`src/rtl/eeg_pkg.sv`:
```
// eeg_pkg: shared FSM state type, default geometry and index-width helper for the EEG frame path.
package eeg_pkg;
    typedef enum logic [1:0] {ST_IDLE, ST_SHIFT, ST_PARITY} eeg_state_e;
    localparam int EEG_WIDTH  = 4;
    localparam int EEG_NUM_CH = 8;
    function automatic int idx_w(input int n);
        return (n > 1) ? $clog2(n) : 1;
    endfunction
endpackage

```
`src/rtl/eeg_deser_core.sv`:
```
// eeg_deser_core: LSB-first deserializer; the top bit of o_word is the live input, so a word is
// complete in the same cycle its last bit arrives.
module eeg_deser_core #(
    parameter int WIDTH = 4
) (
    input  logic             clk,
    input  logic             i_en,
    input  logic             i_clr,
    input  logic             i_din,
    output logic [WIDTH-1:0] o_word
);
    logic [WIDTH-2:0] r_q;
    assign o_word = {i_din, r_q};
    always_ff @(posedge clk) begin
        if (i_clr)
            r_q <= '0;
        else if (i_en)
            r_q <= o_word[WIDTH-1:1];
    end
endmodule

```
`src/rtl/eeg_frame_ctrl.sv`:
```
// eeg_frame_ctrl: frame-sync driven EEG deserializer with channel tagging and a one-entry output register.
// Define EEG_PARITY_EN to expect one even-parity bit after every word and flag mismatches in parity_err.
module eeg_frame_ctrl
    import eeg_pkg::*;
#(
    parameter int WIDTH  = EEG_WIDTH,
    parameter int NUM_CH = EEG_NUM_CH
) (
    input  logic                      clk,
    input  logic                      rst_n,
    input  logic                      sEEG,
    input  logic                      frame_sync,
    output logic [WIDTH-1:0]          word_out,
    output logic [idx_w(NUM_CH)-1:0]  ch_idx,
    output logic                      word_valid,
    input  logic                      word_ready,
    output logic                      frame_done,
    output logic                      busy,
    output logic                      overrun,
    output logic                      parity_err
);
    localparam int CW = idx_w(NUM_CH);
    localparam int BW = idx_w(WIDTH);
`ifdef EEG_PARITY_EN
    localparam int DW = WIDTH + 1;
`else
    localparam int DW = WIDTH;
`endif

    eeg_state_e      r_state;
    logic [BW-1:0]   r_bit_cnt;
    logic [CW-1:0]   r_ch_cnt;
    logic [WIDTH-1:0] r_word;
    logic [CW-1:0]   r_ch_idx;
    logic            r_valid;
    logic            r_frame_done;
    logic            r_overrun;
    logic [DW-1:0]   w_word;
    logic            w_en;
    logic            w_cap;
    logic            w_load;
    logic            w_last_bit;
    logic            w_last_ch;

    assign w_en       = (r_state != ST_IDLE) && !frame_sync;
    assign w_last_bit = r_bit_cnt == BW'(WIDTH - 1);
    assign w_last_ch  = r_ch_cnt == CW'(NUM_CH - 1);
`ifdef EEG_PARITY_EN
    assign w_cap      = w_en && (r_state == ST_PARITY);
`else
    assign w_cap      = w_en && (r_state == ST_SHIFT) && w_last_bit;
`endif
    // A draining transfer frees the register in the same cycle, so the new word may overwrite it.
    assign w_load     = w_cap && (!r_valid || word_ready);

    eeg_deser_core #(.WIDTH(DW)) u_deser (
        .clk    (clk),
        .i_en   (w_en),
        .i_clr  (frame_sync),
        .i_din  (sEEG),
        .o_word (w_word)
    );

    always_ff @(posedge clk) begin
        if (!rst_n) begin
            r_state      <= ST_IDLE;
            r_bit_cnt    <= '0;
            r_ch_cnt     <= '0;
            r_word       <= '0;
            r_ch_idx     <= '0;
            r_valid      <= 1'b0;
            r_frame_done <= 1'b0;
            r_overrun    <= 1'b0;
        end else begin
            r_frame_done <= w_cap && w_last_ch;
            if (frame_sync) begin
                r_state   <= ST_SHIFT;
                r_bit_cnt <= '0;
                r_ch_cnt  <= '0;
            end else if (w_cap) begin
                r_bit_cnt <= '0;
                r_ch_cnt  <= w_last_ch ? '0 : r_ch_cnt + CW'(1);
                r_state   <= w_last_ch ? ST_IDLE : ST_SHIFT;
            end else if (r_state == ST_SHIFT) begin
                r_bit_cnt <= w_last_bit ? '0 : r_bit_cnt + BW'(1);
`ifdef EEG_PARITY_EN
                if (w_last_bit)
                    r_state <= ST_PARITY;
`endif
            end
            if (w_load) begin
                r_word   <= w_word[WIDTH-1:0];
                r_ch_idx <= r_ch_cnt;
                r_valid  <= 1'b1;
            end else if (word_ready) begin
                r_valid  <= 1'b0;
            end
            if (w_cap && !w_load)
                r_overrun <= 1'b1;
        end
    end

`ifdef EEG_PARITY_EN
    logic r_parity_err;
    always_ff @(posedge clk) begin
        if (!rst_n)
            r_parity_err <= 1'b0;
        else if (w_cap && ^w_word)
            r_parity_err <= 1'b1;
    end
    assign parity_err = r_parity_err;
`else
    assign parity_err = 1'b0;
`endif

    assign word_out   = r_word;
    assign ch_idx     = r_ch_idx;
    assign word_valid = r_valid;
    assign frame_done = r_frame_done;
    assign busy       = r_state != ST_IDLE;
    assign overrun    = r_overrun;
endmodule

```
`config.mk`:
```
export PLATFORM = sky130hd
export DESIGN_NAME = eeg_frame_ctrl
export DESIGN_NICKNAME = d
export VERILOG_FILES = /design/src/rtl/eeg_pkg.sv /design/src/rtl/eeg_deser_core.sv /design/src/rtl/eeg_frame_ctrl.sv
export SDC_FILE = /design/constraint.sdc
export NUM_CORES = 1
export LEC_CHECK = 0
export CORE_MARGIN = 3
export CORE_UTILIZATION = 35
export DETAILED_ROUTE_END_ITERATION = 8
export GPL_ROUTABILITY_DRIVEN = 0
export PLACE_DENSITY = 0.66
export SYNTH_ARGS = -nofsm -noshare
export SYNTH_HDL_FRONTEND = slang
export SYNTH_HIERARCHICAL = 1
export SYNTH_SLANG_ARGS = --single-unit
```
`constraint.sdc`:
```
create_clock -name clk -period 1.7 [get_ports clk]
set_input_delay 0.255 -clock clk [delete_from_list [all_inputs] [get_ports clk]]
set_output_delay 0.255 -clock clk [all_outputs]
set_load 0.02 [all_outputs]
```
Word level (Yosys, flattened, before mapping)
Index checks and enable logic that the tools add are counted.
Word-level totals
  flip-flop bits (word level): 19
  input port bits: 5
  output and inout bits: 12
  logic and storage cells: 37
Cells by class
  add/subtract/negate cells: 2
  equality and inequality tests: 3
  mux-type cells: 7
  bitwise gates (word level): 1
  reductions and logical operators: 15
Operators with widths (number)
  $logic_and A1 B1 Y1: 6
  $reduce_bool A2 Y1: 3
  $mux W1: 5
  $add A3 B1 Y3 const B: 1
  $eq A3 B3 Y1 const B: 1
  $logic_not A1 Y1: 3
  $mux W3: 1
  $reduce_or A3 Y1: 1
  $add A2 B1 Y2 const B: 1
  $eq A2 B2 Y1 const B: 1
  $mux W2: 1
  $reduce_or A2 Y1: 1
  $eq A1 B1 Y1 const B: 1
  $logic_or A1 B1 Y1: 1
  $not A1 Y1: 1

Longest topological paths before layout
Gate-level depths: netlist of the first run.
  word-level depth: 7
  mapped depth: 5

By module
Netlist of the first run, hierarchy kept.
Modules (own cells, without submodules)
  eeg_frame_ctrl: times used 1, cells each 73, area each 689.4 µm²
  eeg_deser_core: times used 1, cells each 10, area each 108.9 µm²

Worst setup path before layout of the first run
No wires, ideal clock.
  path type: register to register
  from: register r_ch_cnt[0]
  to: register r_ch_cnt[1]
  arrival time: 1.178 ns
  data required time: 1.630 ns
  path slack: 0.452 ns
  stages on the path, launching flop included: 5
  buffers on the path: 0
  clock period less this slack: 1.248 ns
  path through: dfxtp_1 -> ha_1 -> ha_1 -> or3b_1 -> a21oi_1
On the way
  cells in the longest elaborated chain, start to end: 2
  elaborated cells on any way between the ends: 3
  classes of those cells: add/sub: 1; eq/ne: 1; mux: 1
Ends and longest elaborated chain
  start, declared: line eeg_frame_ctrl.sv:32  | logic [CW-1:0] r_ch_cnt;
  start signal, assigned: line eeg_frame_ctrl.sv:82  | r_ch_cnt <= w_last_ch ? '0 : r_ch_cnt + CW'(1);
  $add A3 B1 Y3 or $eq A3 B3 Y1 (tied branches): line eeg_frame_ctrl.sv:82, eeg_frame_ctrl.sv:47
  $mux W3 *: line eeg_frame_ctrl.sv:82
Every way passes the cells marked *; elsewhere a longest branch is shown, timed or not.
A chain may end at the register's enable or synchronous reset.

Worst setup path after layout of the first run
  from: register r_word[1], in the netlist word_out[1]
  to: output port word_out[1]
RTL lines
  start, declared: line eeg_frame_ctrl.sv:33  | logic [WIDTH-1:0] r_word;
  start signal, assigned: line eeg_frame_ctrl.sv:92  | r_word <= w_word[WIDTH-1:0];
  end, declared: line eeg_frame_ctrl.sv:13  | output logic [WIDTH-1:0] word_out,
No word-level cell between the ends.

==> impl_metrics.py, run 1 <==
metrics = {
    "run_status": {
        "status": "finished clean",
    },
    "logic_synthesis": {
        "yosysWarnings": 6,
        "ys.flop_type": "dfxtp_1",
        "ys_types": 18,
        "synth_common_cells": "19 x dfxtp_1, 18 x nand2_1, 12 x mux2i_1, 8 x nor2_1",
        "avgSynthCellArea_um2": 9.62,
        "synth_nets": 92,
        "synthMostInstantiatedCell": "dfxtp_1",
        "yosys.area.top_type": "dfxtp_1",
        "syn_inst": 83,
        "synth_seq_cells": 19,
        "ys_seq_area_share_pct": 47.6,
        "synth_area_leaders": "dfxtp_1 48%, mux2i_1 15%, nand2_1 8.5%, ha_1 6.3%, nor2_1 3.8%",
        "ys_async_sr_fraction_pct": 0,
        "synth-edff-count": 0,
        "synth_area_um2": 798,
        "synth_top_cell_area_share_pct": 47.6,
    },
    "grt": {
        "grt_max_degree": 20,
        "first_global_vias": 497,
        "grt_overflow": 0,
        "grt_pass1_wl_mm": 2.21,
        "grt_usage_pct": 10.8,
        "antenna_found_initial": 0,
    },
    "clock_network": {
        "insertion_delay_ns": 0.29,
        "clkTransAtPathRegs_ns": 0.11,
        "cts_setup_buffers": 0,
        "htreeDepth": 1,
        "clockBufferDepth": 2,
        "cts.sink_count": 19,
        "tritoncts": "done",
        "clockRootBuffer": "clkbuf_4",
        "cts_buffers": 3,
        "cts_resized": 0,
        "cts_hold_buf": 0,
    },
    "worst_setup_path": {
        "worstPathCellList": "clkdlybuf4s50_1",
        "rr_endpoint": "r_ch_cnt[1]$_SDFFE_PP0P_",
        "r2r_slack_ns": 0.34,
        "critPathMaxFanout": 2,
        "end_kind": "output pin",
        "critPathBufInv": 1,
        "required_ns": 1.44,
        "crit_path_start_kind": "flop",
        "reg2reg_from": "r_bit_cnt[0]$_SDFFE_PP0P_",
        "crit_path_max_incr_delay_ns": 0.61,
        "slowest_stage": "clkdlybuf4s50_1",
        "crit_type": "reg -> out",
        "r2r_cells": 4,
        "crit_family": "buffers and inverters",
        "worstPathArrival_ns": 1.25,
    },
    "finish": {
        "nNetsFinal": 111,
        "drive_gt1_share_pct": 8.91,
        "fill_cells": 201,
        "area_delta_synth_final_pct": 26.3,
        "antenna_cells": 0,
        "finalNonFillerCells": 128,
    },
    "placement": {
        "dpl.cell_count": 124,
        "pre_cts_ws_ns": 0.141,
        "numPortBuffers": 15,
        "hpwl_um": 966,
    },
    "floorplanning": {
        "core.rowCount": 16,
        "core_mm2": 0.00206,
        "ios": 17,
        "die_y_um": 53.8,
        "die-area_mm2": 0.00289,
        "die_x_um": 53.8,
        "start_util_pct": 38.7,
    },
    "timing": {
        "fmax_mhz": 663,
        "finalMaxSlewViolations": 0,
        "fin_skew_ns": 0.00647,
        "tns_ns": 0,
        "fin_crit_sh_pct": 88.7,
        "worst_slack_ns": 0.193,
        "finalHoldViolations": 0,
        "setup_viol": 0,
        "finalCriticalPeriod_ns": 1.51,
        "hold_slack_ns": 0.463,
        "grt_setup_unrepaired": "no",
    },
    "power": {
        "ir_worst_vdd_uv": 545,
        "power_density_mw_per_mm2": 718,
        "p_leak_uw": 0.000395,
        "power_uw": 724,
    },
    "detailed_routing": {
        "wl_per_cell_um": 9.91,
        "ant_nets": 0,
        "num_vias": 583,
        "drt_iter0_drc": 3,
        "dr.pass1.iters": 4,
        "wirelength_mm": 1.27,
        "route.detailed.drc": 0,
        "vias_per_cell": 4.55,
    },
    "worst_hold_path": {
        "hold_depth": 2,
        "hold_start": "u_deser/r_q[0]$_SDFFE_PP0P_",
        "holdPathEnd": "word_out[0]$_SDFFE_PN0P_",
        "min_path_type": "reg -> reg",
    },
    "flow_run": {
        "drv_cap": 0,
    },
}
## flip-flops by register name, indices dropped and copies added (netlist names)
| name | cells |
|---|---|
| ch_idx | 3 |
| frame_done | 1 |
| overrun | 1 |
| r_bit_cnt | 2 |
| r_ch_cnt | 3 |
| r_state | 1 |
| u_deser/r_q | 3 |
| word_out | 4 |
| word_valid | 1 |
## logic make-up (layout without fill, tap and decap cells)
group	after synthesis	after routing	share of synthesized area (%)
mux	12	12	15.0
buf+inv	5	23	3.92
compound gates	6	6	4.39
flops	19	19	47.6
fa+ha+maj	4	4	6.27
simple gates	36	36	22.3
other cells	1	1	0.470
## worst max path at each step
stage | slack (ns) | cells past startpoint | to | startpoint
6_report | 0.19 | 1 | word_out[1] | word_out[1]$_SDFFE_PN0P_
5_1_grt | 0.13 | 1 | ch_idx[2] | ch_idx[2]$_SDFFE_PN0P_
4_1_cts | 0.18 | 1 | word_out[1] | word_out[1]$_SDFFE_PN0P_
3_5_place_dp | 0.14 | 5 | word_out[0]$_SDFFE_PN0P_ | frame_sync
3_3_place_gp | 0.19 | 5 | ch_idx[1]$_SDFFE_PN0P_ | frame_sync
2_1_floorplan | 0.45 | 4 | r_ch_cnt[1]$_SDFFE_PP0P_ | r_ch_cnt[0]$_SDFFE_PP0P_
## layer usage
layer	global-route usage, %	part of all wire, %
met1	14.5	51
met4	3.83	0.79
met5	0	0
met2	14.9	43
met3	4.99	5.5
## cell usage in the layout, fill, tap and decap left out
cell and instances:
dfxtp_1 19, nand2_1 18, clkdlybuf4s50_1 15, mux2i_1 12
nor2_1 8, a21oi_1 4, ha_1 4, buf_4 4
nor2b_1 3, nand2b_1 3, clkbuf_4 3, nand3b_1 1
nand3b_4 1, a21boi_0 1, o21a_1 1, or3_1 1
or3b_1 1, conb_1 1, clkinv_2 1
## area by class of cell
cell class	count	area, um^2	area share (%)
Sequential cell	19	380	37.7
Multi-Input combinational cell	59	387	38.3
Clock buffer	3	22.5	2.23
Timing Repair Buffer	19	180	17.9
Clock inverter	1	5.00	0.496
Tap cell	27	33.8	3.35
## report_power, final
part | internal, uW | leakage, uW | switching (uW)
Combinational | 25.6 | 0.000224 | 24.5
Clock | 87.5 | 0.0000177 | 134
Sequential | 449 | 0.000154 | 2.75
Total | 562 | 0.000395 | 161
## through the flow
stage / area (um^2) / util [%]
floorplan: 798 / -
global placement: 981 / 47.6
detailed placement: 981 / 47.6
CTS: 1010 / 48.9
global route: 1010 / 48.9
finish: 1010 / 48.9
No activity file was read; power rests on OpenSTA's default activity.
==> inputs of run 2 (changes only) <==
Settings changed: ABC_AREA set to 1, PLACE_DENSITY 0.66 to 0.65.
==> run 2 against run 1 <==
Against the previous run:
- setup slack worse by 0.0031 ns
- clock skew down 0.0047 ns
- routed wire length up 18%
- synthesized area up 6.7%
- worst hold slack better by 0.014 ns
- largest power group unchanged
==> impl_metrics.py, run 2 <==
metrics = {
    "finish": {
        "area_delta_synth_final_pct": 23.5,
        "nNetsFinal": 141,
        "final_common_cell": "nor2_1",
        "drive_gt1_share_pct": 9.16,
        "finalInstanceArea_mm2": 0.00105,
        "antenna_cells": 0,
        "largest_reg_flops": 4,
        "final_cell_mix": "27 x nor2_1, 20 x nand2_1, 19 x dfxtp_1",
    },
    "worst_setup_path": {
        "crit_family": "buffers and inverters",
        "r2r_slack_ns": 0.50,
        "crit_type": "reg -> out",
        "crit_path_start_kind": "flop",
        "crit_path_max_incr_delay_ns": 0.60,
        "critPathBufInv": 1,
        "end_kind": "output pin",
        "rr_endpoint": "ch_idx[0]$_SDFFE_PN0P_",
        "worstPathCellList": "clkdlybuf4s50_1",
        "worstPathArrival_ns": 1.26,
        "reg2reg_from": "r_state[0]$_SDFFE_PN0P_",
        "cp-startpoint": "word_valid$_SDFFE_PN0P_",
        "r2r_cells": 5,
        "critPathMaxFanout": 2,
        "slowest_stage": "clkdlybuf4s50_1",
        "required_ns": 1.44,
    },
    "power": {
        "p_leak_uw": 0.000453,
        "internal-power_uw": 566,
        "switching_share_pct": 24.7,
        "p_seq_share_pct": 61.1,
        "p_comb_share_pct": 8.2,
        "ir_worst_vdd_uv": 381,
        "p_switching_uw": 186,
        "clkPwrFrac_pct": 30.7,
        "power_density_mw_per_mm2": 715,
    },
    "detailed_routing": {
        "vias_per_cell": 4.43,
        "route.detailed.drc": 0,
        "wirelength_mm": 1.50,
        "ant_nets": 0,
        "wl_per_cell_um": 9.44,
        "num_vias": 705,
        "drt_iter0_drc": 6,
        "dr.pass1.iters": 4,
    },
    "placement": {
        "placed_cell_area_mm2": 0.00102,
        "hpwl_mm": 1.18,
        "numPortBuffers": 15,
    },
    "logic_synthesis": {
        "synth_nets": 123,
        "yosys.area.top_type": "dfxtp_1",
        "synth_seq_cells": 19,
        "synth_top_cell_area_share_pct": 44.6,
        "synth_common_cells": "27 x nor2_1, 20 x nand2_1, 19 x dfxtp_1, 16 x inv_1, 7 x nand4_1",
        "synth_area_um2": 852,
        "syn_inst": 114,
        "yosysWarnings": 6,
        "ys.flop_type": "dfxtp_1",
        "ys_types": 17,
        "ys_async_sr_fraction_pct": 0,
        "synth-edff-count": 0,
        "synthMostInstantiatedCell": "nor2_1",
        "ys_seq_area_share_pct": 44.6,
        "synth_area_leaders": "dfxtp_1 45%, nor2_1 12%, nand2_1 8.8%, inv_1 7.0%, ha_1 5.9%",
        "avgSynthCellArea_um2": 7.47,
    },
    "flow_run": {
        "drv_cap": 0,
    },
    "timing": {
        "finalCriticalPeriod_ns": 1.51,
        "fin_skew_ns": 0.00178,
        "tns_ns": 0,
        "setup_viol": 0,
        "finalHoldViolations": 0,
        "fin_crit_sh_pct": 88.9,
        "finalMaxSlewViolations": 0,
        "grt_setup_unrepaired": "no",
        "fmax_mhz": 662,
    },
    "clock_network": {
        "clockBufferDepth": 2,
        "insertion_delay_ns": 0.29,
        "cts_resized": 0,
        "cts_hold_buf": 0,
        "tritoncts": "done",
        "cts_buffers": 3,
        "clockRootBuffer": "clkbuf_4",
        "cts.sink_count": 19,
        "clkTransAtPathRegs_ns": 0.11,
        "cts_setup_buffers": 0,
        "htreeDepth": 1,
    },
    "floorplanning": {
        "die_x_um": 55.3,
        "core.rowCount": 17,
        "die-area_mm2": 0.00306,
        "start_util_pct": 37.8,
        "die_y_um": 55.3,
        "ios": 17,
        "core_mm2": 0.00225,
    },
    "worst_hold_path": {
        "hold_start": "r_bit_cnt[1]$_SDFFE_PP0P_",
        "min_path_type": "reg -> reg",
        "holdPathEnd": "r_bit_cnt[1]$_SDFFE_PP0P_",
        "hold_depth": 2,
    },
    "grt": {
        "grt_max_degree": 14,
        "grt_usage_pct": 10.0,
        "grt_pass1_wl_mm": 2.46,
        "grt_overflow": 0,
        "antenna_found_initial": 0,
        "first_global_vias": 546,
    },
    "run_status": {
        "status": "finished clean",
    },
}
-- run 2: cell types whose count changed in the layout (fill, tap and decap cells not counted), sizes merged, moves of 3 or more --
cell	previous run	this run
nand2b	3	0
inv	0	17
nand2	18	21
nand4	0	7
mux2i	12	0
nor2b	3	0
nor2	8	30
-- run 2: per-stage QoR --
stage / utilization (%) / power, uW / hold WS, ns / setup WS [ns] / std cells
detailed placement: 45.3 / 532 / 0.463 / 0.237 / 155
floorplan: - / 513 / 0.419 / 0.512 / 114
global route: 46.7 / 786 / 0.504 / 0.148 / 159
finish: 46.7 / 752 / 0.477 / 0.189 / 159
CTS: 46.6 / 771 / 0.481 / 0.0152 / 159
global placement: 45.3 / 531 / 0.454 / 0.269 / 155
-- run 2: cell families (layout without fill, tap and decap cells) --
logic type,Yosys count,count (layout),share of synthesized area [%]
simple gates,60,60,32.6
compound gates,9,9,5.43
buf+inv,21,38,11.0
flops,19,19,44.6
other cells,1,1,0.440
fa+ha+maj,4,4,5.87
-- run 2: worst max path at each step --
| stage | cells after the start | end |
|---|---|---|
| floorplan | 5 | ch_idx[0]$_SDFFE_PN0P_ |
| global route | 1 | ch_idx[1] |
| CTS | 1 | busy |
| global placement | 6 | ch_idx[1]$_SDFFE_PN0P_ |
| detailed placement | 6 | ch_idx[1]$_SDFFE_PN0P_ |
| finish | 1 | word_valid |
-- run 2: layout make-up --
type	instances	area [um^2]
fillers	251	1200
clock inverters	1	5.00
flip-flops and latches	19	380
multi-input cells	74	378
repair buffers	17	168
inverters	17	63.8
clock buffers	3	22.5
well taps	28	35.0
-- run 2: metal layers --
layer	GRT usage, %	part of all wire (%)
met5	0	0
met3	2.34	4.9
met4	5.21	0.73
met1	13.8	48
met2	14.4	47
-- run 2: power groups by stage --
stage / combinational (uW) / sequential [uW] / clock (uW)
after floorplan: 42.5 / 470 / 0
after global placement: 61.5 / 469 / 0
after detailed placement: 62.5 / 469 / 0
after CTS: 62.9 / 459 / 248
after global routing: 71.8 / 461 / 253
final: 62.0 / 459 / 231
==> inputs of run 3 (changes only) <==
Clock period 1.7 ns to 1.6 ns, I/O delays scaled along.
==> run 3 against run 2 <==
Against the previous run:
- sequential power grew 5.9%
- sequential share of layout area decreased by 0.17 points
- non-clock buffer count rose by 1
- worst hold slack gained 0.0091 ns
- setup slack lost 0.094 ns
- power rose by 6.4%
- flip-flop and latch count is the same
- first-iteration DRC count stayed put
- die area is the same
- critical path type unchanged
- critical endpoint unchanged
- largest cell class unchanged
- highest routed layer unchanged
==> impl_metrics.py, run 3 (synthesis gave the netlist of run 2 again) <==
metrics = {
    "finish": {
        "drive_gt1_share_pct": 9.85,
        "nNetsFinal": 142,
        "fill_cells": 245,
        "postLayoutCoreUtil_pct": 46.9,
        "final_cell_mix": "27 x nor2_1, 20 x nand2_1, 19 x dfxtp_1",
        "area_delta_synth_final_pct": 24.1,
        "antenna_cells": 0,
        "final_common_cell": "nor2_1",
        "largest_reg_flops": 4,
        "finalNonFillerCells": 160,
        "finalInstanceArea_mm2": 0.00106,
    },
    "worst_setup_path": {
        "crit_type": "reg -> out",
        "end_kind": "output pin",
        "critPathMaxFanout": 2,
        "worstPathCellList": "clkdlybuf4s50_1",
        "worstPathArrival_ns": 1.26,
        "crit_family": "buffers and inverters",
        "required_ns": 1.36,
        "slowest_stage": "clkdlybuf4s50_1",
        "crit_path_start_kind": "flop",
        "critPathBufInv": 1,
        "crit_path_max_incr_delay_ns": 0.61,
    },
    "timing": {
        "finalMaxSlewViolations": 0,
        "setup_viol": 0,
        "finalHoldViolations": 0,
        "finalCriticalPeriod_ns": 1.50,
        "tns_ns": 0,
        "fin_crit_sh_pct": 94.0,
        "fin_skew_ns": 0.00586,
        "hold_slack_ns": 0.486,
        "fmax_mhz": 665,
        "grt_setup_unrepaired": "no",
    },
    "power": {
        "p_leak_uw": 0.000446,
        "power_density_mw_per_mm2": 756,
        "ir_worst_vdd_uv": 394,
    },
    "detailed_routing": {
        "vias_per_cell": 4.41,
        "dr.pass1.iters": 4,
        "route.detailed.drc": 0,
        "num_vias": 706,
        "ant_nets": 0,
        "drt_iter0_drc": 6,
        "wirelength_mm": 1.54,
        "wl_per_cell_um": 9.64,
    },
    "worst_hold_path": {
        "min_path_type": "reg -> reg",
    },
    "grt": {
        "grt_pass1_wl_mm": 2.75,
        "grt_max_degree": 14,
        "grt_overflow": 0,
        "first_global_vias": 664,
        "grt_usage_pct": 10.9,
        "antenna_found_initial": 0,
    },
    "clock_network": {
        "clkTransAtPathRegs_ns": 0.11,
        "cts_buffers": 3,
        "clockBufferDepth": 2,
        "htreeDepth": 1,
        "tritoncts": "done",
        "clockRootBuffer": "clkbuf_4",
        "insertion_delay_ns": 0.30,
        "cts.sink_count": 19,
        "cts_hold_buf": 0,
        "cts_setup_buffers": 0,
        "cts_resized": 0,
    },
    "flow_run": {
        "drv_cap": 0,
    },
    "placement": {
        "hpwl_mm": 1.24,
        "numPortBuffers": 15,
        "placed_cell_area_mm2": 0.00103,
        "dpl.cell_count": 156,
    },
    "run_status": {
        "status": "finished clean",
    },
    "floorplanning": {
        "die-area_mm2": 0.00306,
        "core_mm2": 0.00225,
        "core.rowCount": 17,
        "die_x_um": 55.3,
        "start_util_pct": 37.8,
        "ios": 17,
        "die_y_um": 55.3,
    },
}
==> run 3: changes by cell type in the layout (fill, tap and decap cells not counted) <==
cell,before,now
clkdlybuf4s50_1,14,15
buf_4,2,3
dlymetal6s2s_1,1,0
==> run 3: path summary, 6_finish.rpt <==
path	start	end	slack, ns	cells past startpoint
worst max register to register	r_ch_cnt[0]$_SDFFE_PP0P_	r_ch_cnt[2]$_SDFFE_PP0P_	0.44	4
worst max-delay path	word_valid$_SDFFE_PN0P_	word_valid	0.1	1
worst min-delay path	r_bit_cnt[1]$_SDFFE_PP0P_	r_bit_cnt[1]$_SDFFE_PP0P_	0.49	2
worst min register to register	r_bit_cnt[1]$_SDFFE_PP0P_	r_bit_cnt[1]$_SDFFE_PP0P_	0.49	2
==> run 3: stage by stage <==
step	setup WS (ns)	power, uW
2_1_floorplan	0.412	545
3_3_place_gp	0.189	566
3_5_place_dp	0.137	568
4_1_cts	0.0755	815
5_1_grt	0.0345	839
6_report	0.0959	800
==> run 3: report_power, final <==
group / switching (uW) / internal [uW]
clock network: 150 / 93.1
registers: 4.96 / 481
logic: 40.9 / 30.1
==> run 3: layer usage <==
| metal | share of wire, % | track usage [%] |
|---|---|---|
| met4 | 1.7 | 6.94 |
| met5 | 0 | 0 |
| met1 | 46 | 13.3 |
| met3 | 5.8 | 2.34 |
| met2 | 46 | 17.4 |
==> run 3: final cells by class <==
cell class	instances	area [um^2]	share of cell area (%)
Timing Repair Buffer	18	173	16.3
Clock buffer	3	22.5	2.13
Multi-Input combinational cell	74	378	35.7
Sequential cell	19	380	36.0
Inverter	17	63.8	6.04
Clock inverter	1	5.00	0.473
Tap cell	28	35.0	3.31
